### config.mk
export PLATFORM = sky130hd
export DESIGN_NAME = ascon_block_packer
export DESIGN_NICKNAME = d
export VERILOG_FILES = /design/src/rtl/ascon_pack.sv /design/src/rtl/ascon_block_packer.sv
export SDC_FILE = /design/constraint.sdc
export NUM_CORES = 1
export LEC_CHECK = 0
export ABC_AREA = 1
export ABC_CLOCK_PERIOD_IN_PS = 7050
export CORE_ASPECT_RATIO = 1.1
export CORE_MARGIN = 2
export CORE_UTILIZATION = 50
export CTS_BUF_LIST = sky130_fd_sc_hd__clkbuf_4 sky130_fd_sc_hd__clkbuf_8
export DETAILED_ROUTE_END_ITERATION = 10
export GPL_ROUTABILITY_DRIVEN = 1
export PLACE_DENSITY_LB_ADDON = 0.1
export SLEW_MARGIN = 20
export SYNTH_ARGS = -nofsm -noshare
export SYNTH_HDL_FRONTEND = slang
export SYNTH_SLANG_ARGS = --single-unit
### constraint.sdc
create_clock -name clock_i -period 7.05 [get_ports clock_i]
set_input_delay 1.0575 -clock clock_i [delete_from_list [all_inputs] [get_ports clock_i]]
set_output_delay 1.0575 -clock clock_i [all_outputs]
set_load 0.03 [all_outputs]
### src/rtl/ascon_pack.sv
// Shared constants and state encoding for the ASCON-AEAD128 rate-block packer.
package ascon_pack;

    localparam int         RATE_BYTES = 16;
    localparam logic [7:0] PAD_BYTE   = 8'h01;

    typedef enum logic [1:0] {
        FILL  = 2'd0,
        EMIT  = 2'd1,
        EXTRA = 2'd2
    } type_packer_state;

endpackage

### src/rtl/ascon_block_packer.sv
// Packs a byte stream into 128-bit ASCON rate blocks and appends the 0x01 padding
// byte, handing each block to the control FSM with a valid/ready handshake.
module ascon_block_packer
    import ascon_pack::type_packer_state;
    import ascon_pack::FILL;
    import ascon_pack::EMIT;
    import ascon_pack::EXTRA;
#(
    parameter int         RATE_BYTES = 16,
    parameter logic [7:0] PAD_BYTE   = 8'h01
) (
    input  logic                    clock_i,
    input  logic                    reset_i,
    input  logic [7:0]              byte_i,
    input  logic                    byte_valid_i,
    input  logic                    byte_last_i,
    output logic                    byte_ready_o,
    input  logic                    empty_i,
    output logic [8*RATE_BYTES-1:0] data_o,
    output logic                    block_valid_o,
    input  logic                    block_ready_i,
    output logic                    block_last_o,
    output logic [4:0]              bytes_o,
    output logic                    proto_err_o
);

    localparam int         IDX_W = $clog2(RATE_BYTES);
    localparam logic [4:0] FULL  = 5'(RATE_BYTES);

    type_packer_state state, state_nxt;

    logic [7:0] buffer [RATE_BYTES];
    logic [4:0] count;
    logic [4:0] count_inc;
    logic [4:0] bytes_q;
    logic       last_q;
    logic       extra_pend;
    logic       byte_acc;
    logic       empty_ok;
    logic       empty_bad;

    // Byte acceptance is masked during reset so upstream never sees a handshake then.
    assign byte_ready_o  = (state == FILL) && !reset_i;
    assign block_valid_o = (state != FILL);
    assign bytes_o       = bytes_q;
    assign block_last_o  = last_q;

    assign byte_acc  = byte_valid_i && byte_ready_o;
    assign count_inc = count + 5'd1;
    // A zero-length end marker is only meaningful between messages with no byte competing.
    assign empty_ok  = empty_i && (state == FILL) && !byte_valid_i && (count == 5'd0);
    assign empty_bad = empty_i && !empty_ok;

    always_comb begin
        data_o = '0;
        for (int k = 0; k < RATE_BYTES; k++) begin
            data_o[8*k +: 8] = buffer[k];
        end
    end

    always_ff @(posedge clock_i or posedge reset_i) begin
        if (reset_i) begin
            state <= FILL;
        end else begin
            state <= state_nxt;
        end
    end

    always_comb begin
        state_nxt = state;
        case (state)
            FILL: begin
                if (byte_acc && (byte_last_i || (count_inc == FULL))) begin
                    state_nxt = EMIT;
                end else if (empty_ok) begin
                    state_nxt = EMIT;
                end
            end
            EMIT: begin
                if (block_ready_i) begin
                    state_nxt = extra_pend ? EXTRA : FILL;
                end
            end
            EXTRA: begin
                if (block_ready_i) begin
                    state_nxt = FILL;
                end
            end
            default: state_nxt = FILL;
        endcase
    end

    always_ff @(posedge clock_i or posedge reset_i) begin
        if (reset_i) begin
            for (int i = 0; i < RATE_BYTES; i++) begin
                buffer[i] <= '0;
            end
            count       <= '0;
            bytes_q     <= '0;
            last_q      <= 1'b0;
            extra_pend  <= 1'b0;
            proto_err_o <= 1'b0;
        end else begin
            if (empty_bad) begin
                proto_err_o <= 1'b1;
            end
            case (state)
                FILL: begin
                    if (byte_acc) begin
                        buffer[count[IDX_W-1:0]] <= byte_i;
                        count                    <= count_inc;
                        if (count_inc == FULL) begin
                            // A last byte that fills the block defers its padding to a pad-only block.
                            bytes_q    <= FULL;
                            last_q     <= 1'b0;
                            extra_pend <= byte_last_i;
                        end else if (byte_last_i) begin
                            buffer[count_inc[IDX_W-1:0]] <= PAD_BYTE;
                            bytes_q                      <= count_inc;
                            last_q                       <= 1'b1;
                        end
                    end else if (empty_ok) begin
                        buffer[0] <= PAD_BYTE;
                        bytes_q   <= 5'd0;
                        last_q    <= 1'b1;
                    end
                end
                EMIT: begin
                    if (block_ready_i) begin
                        for (int i = 0; i < RATE_BYTES; i++) begin
                            buffer[i] <= '0;
                        end
                        count   <= '0;
                        bytes_q <= 5'd0;
                        if (extra_pend) begin
                            buffer[0]  <= PAD_BYTE;
                            last_q     <= 1'b1;
                            extra_pend <= 1'b0;
                        end else begin
                            last_q <= 1'b0;
                        end
                    end
                end
                EXTRA: begin
                    if (block_ready_i) begin
                        for (int i = 0; i < RATE_BYTES; i++) begin
                            buffer[i] <= '0;
                        end
                        count   <= '0;
                        bytes_q <= 5'd0;
                        last_q  <= 1'b0;
                    end
                end
                default: begin
                    count <= '0;
                end
            endcase
        end
    end

endmodule

==> impl_metrics.toml <==
[status]
status = "completed"

[power]
ir_drop_v = 0.000215
p_per_area_mw_per_mm2 = 327
p_sw_w = 0.00132
p_int_w = 0.00163
p_comb_frac = 0.437
p_clk_frac = 0.233
power.leakage_nw = 4.40
seqPwrFrac = 0.330
switching_share = 0.447

[global_routing]
globalRouteTotalUtil = 0.259
grt_pass1_wl_um = 31000
antenna_found_initial = 0
grt_max_degree = 73
grt_pass1_vias = 5882
grt_overflow = 0

[route]
antenna_left = 0
drt-pass1-iter-count = 5
vias = 6145
drt_iter0_markers = 518
drc = 0
routed_wl_um = 19200
vias_per_cell = 5.22
routedWlPerCell_um = 16.3

[die]
die_w_um = 117
row_count = 45
die_h_um = 129
coreArea_mm2 = 0.0138
io_pins = 151
die_area_mm2 = 0.0151
start_util = 0.513

[setup_path]
cp.arrival_ps = 3970
r2r_start = "state[0]"
r2r_cells = 11
end_kind = "flop"
cp-start-kind = "input port"
crit_fanout = 47
critical_path_required_ps = 7390
criticalPathCategory = "input port to flop"
r2r_slack_ps = 3660
r2r-end = "data_o[50]"

[clock_network]
clk_pin_slew_worst_paths_ps = 80
cts_sinks = 143
htreeDepth = 4
ctsResizeCount = 0
cts_buffer_depth = 2
numCtsBuffers = 17
clk-insertion-delay-late_ps = 460
hold_buffers = 0
cts_tree = "done"
cts-root-buf = "clkbuf_8"
post-cts-setup-buffers = 0

[yosys]
synth_edf_count = 0
ys.flop_type = "dfrtp_1"
async_flop_share = 1.00
synth.avg_cell_area_um2 = 8.48
syn_area_mm2 = 0.00707
synthCells = 834
yosysSeqAreaShare = 0.506
synth_warnings = 0
synth_nets = 860
ys_ff_latch = 143
yosysUniqueCellTypes = 33

[min_path]
hp-class = "flop to flop"
hold_depth = 2
hold_end = "bytes_o[3]"
min_from = "bytes_o[3]"

[job]
drv_cap = 0

[placement]
hpwl_um = 12900
gp_congestion = 0.846
place_ws_ps = 2920
port_buffers = 150

[timing]
finalWorstSetupSlack_ps = 3420
setup_violations = 0
max_slew_margin = 0.393
max_freq_mhz = 275
period_minus_slack_ps = 3630
hold_viol = 0
fin_worst_skew_ps = 5.44
rsz0062_at_grt = "false"
tns_ps = 0
slew_viol_final = 0
period_share = 0.515
worst-slew-pin-transition_ps = 911

[final_layout]
fillerInstances = 1184
diodes = 0
fin_nets = 1003
area_delta_synth_final_pct = 27.8
post_route_cells_drive_above_1_share = 0.0789
==> flip-flops by register name (all words and copies together), names as in the netlist <==
register / count
data_o: 128
bytes_o: 5
count: 5
state: 2
block_last_o: 1
extra_pend: 1
proto_err_o: 1
==> layout make-up <==
type / count / area (um^2) / area share
Timing Repair Buffer: 151 / 1510 / 0.167
Inverter: 99 / 377 / 0.0417
Tap cell: 188 / 235 / 0.0260
Sequential cell: 143 / 3580 / 0.396
Clock inverter: 10 / 136 / 0.0151
Multi-Input combinational cell: 565 / 2930 / 0.324
Clock buffer: 21 / 277 / 0.0306
==> cells in the final DEF, fill, tap and decap left out, types with 4 or more instances in the layout <==
cell type        count
a21oi_4              4
o211ai_1            39
ha_1                12
o21ai_0             60
nor2_4               4
o21ai_1              8
inv_1               84
o22ai_1              4
nand4_1              5
nor3_1               8
nand2_4              4
nand3_1             35
clkinv_1             8
nor2_8               6
a21oi_1             58
inv_2                6
nor2_1              69
clkbuf_8            19
nand2_2              6
dfrtp_1            143
nand2_1            225
clkdlybuf4s50_1    150
nor3_2               8
==> per-stage QoR <==
| step | total power [W] | utilization | hold WS [ps] | instances | cell area (um^2) |
|---|---|---|---|---|---|
| floorplan | 0.00196 | - | 453 | 834 | 7070 |
| global placement | 0.00228 | 0.625 | 458 | 1146 | 8630 |
| detailed placement | 0.00228 | 0.625 | 459 | 1146 | 8630 |
| CTS | 0.00297 | 0.655 | 478 | 1177 | 9040 |
| global route | 0.00314 | 0.655 | 504 | 1177 | 9040 |
| finish | 0.00296 | 0.655 | 472 | 1177 | 9040 |
==> worst max-delay path, cell delays in order <==
cell	delay, ps
clkdlybuf4s50_1	530
nor2_4	170
nand2_2	110
nand2_4	110
nand2_4	340
inv_2	810
nand2_1	490
o21ai_0	300
nor2_1	60
==> logic make-up after synthesis <==
kind of cell               share of synthesized area
AOI/OAI and AO/OA                              0.149
adders and majority gates                     0.0212
buffers and inverters                         0.0805
DFF                                            0.506
and+or+nand+nor                                0.243
==> power groups by stage <==
| stage | Sequential, W | Clock (W) | Combinational, W |
|---|---|---|---|
| 2_1_floorplan | 0.00113 | 0 | 0.000830 |
| 3_5_place_dp | 0.000990 | 0 | 0.00129 |
| 5_1_grt | 0.000988 | 0.000737 | 0.00142 |
| 6_report | 0.000976 | 0.000688 | 0.00129 |
| 3_3_place_gp | 0.000992 | 0 | 0.00129 |
| 4_1_cts | 0.000977 | 0.000698 | 0.00130 |
==> per-layer routing <==
metal  vias to the layer above  track usage  share of wire
met5                         -            0              0
met4                         0       0.0829          0.017
met3                        27       0.0634          0.062
met2                       189        0.418           0.48
met1                      2945        0.348           0.44
li1                       2984            -              -
==> synthesized netlist by cell type (5+ instances only) <==
library cell	n	area (um^2)
inv_1	85	319
nor2_1	69	259
dfrtp_1	143	3580
nand4_1	5	31.3
buf_4	9	67.6
inv_2	6	22.5
buf_6	5	56.3
clkinv_1	8	30.0
nor3_1	8	40.0
ha_1	12	150
o21ai_1	8	40.0
o21ai_0	60	300
nand2_1	225	845
nand2_2	6	37.5
nor3_2	8	80.1
nor2_8	6	120
buf_2	7	35.0
nand3_1	35	175
o211ai_1	39	293
a21oi_1	58	290
==> how the worst max path moves through the flow <==
stage	slack (ps)	cells after the start	end	startpoint
global placement	3000	9	data_o[54]	reset_i
detailed placement	2920	9	data_o[49]	reset_i
floorplan	2150	1	block_last_o	reset_i
finish	3420	9	data_o[50]	reset_i
CTS	3390	9	data_o[50]	reset_i
global route	3120	10	data_o[50]	block_ready_i
No activity file was read; power rests on OpenSTA's default activity.
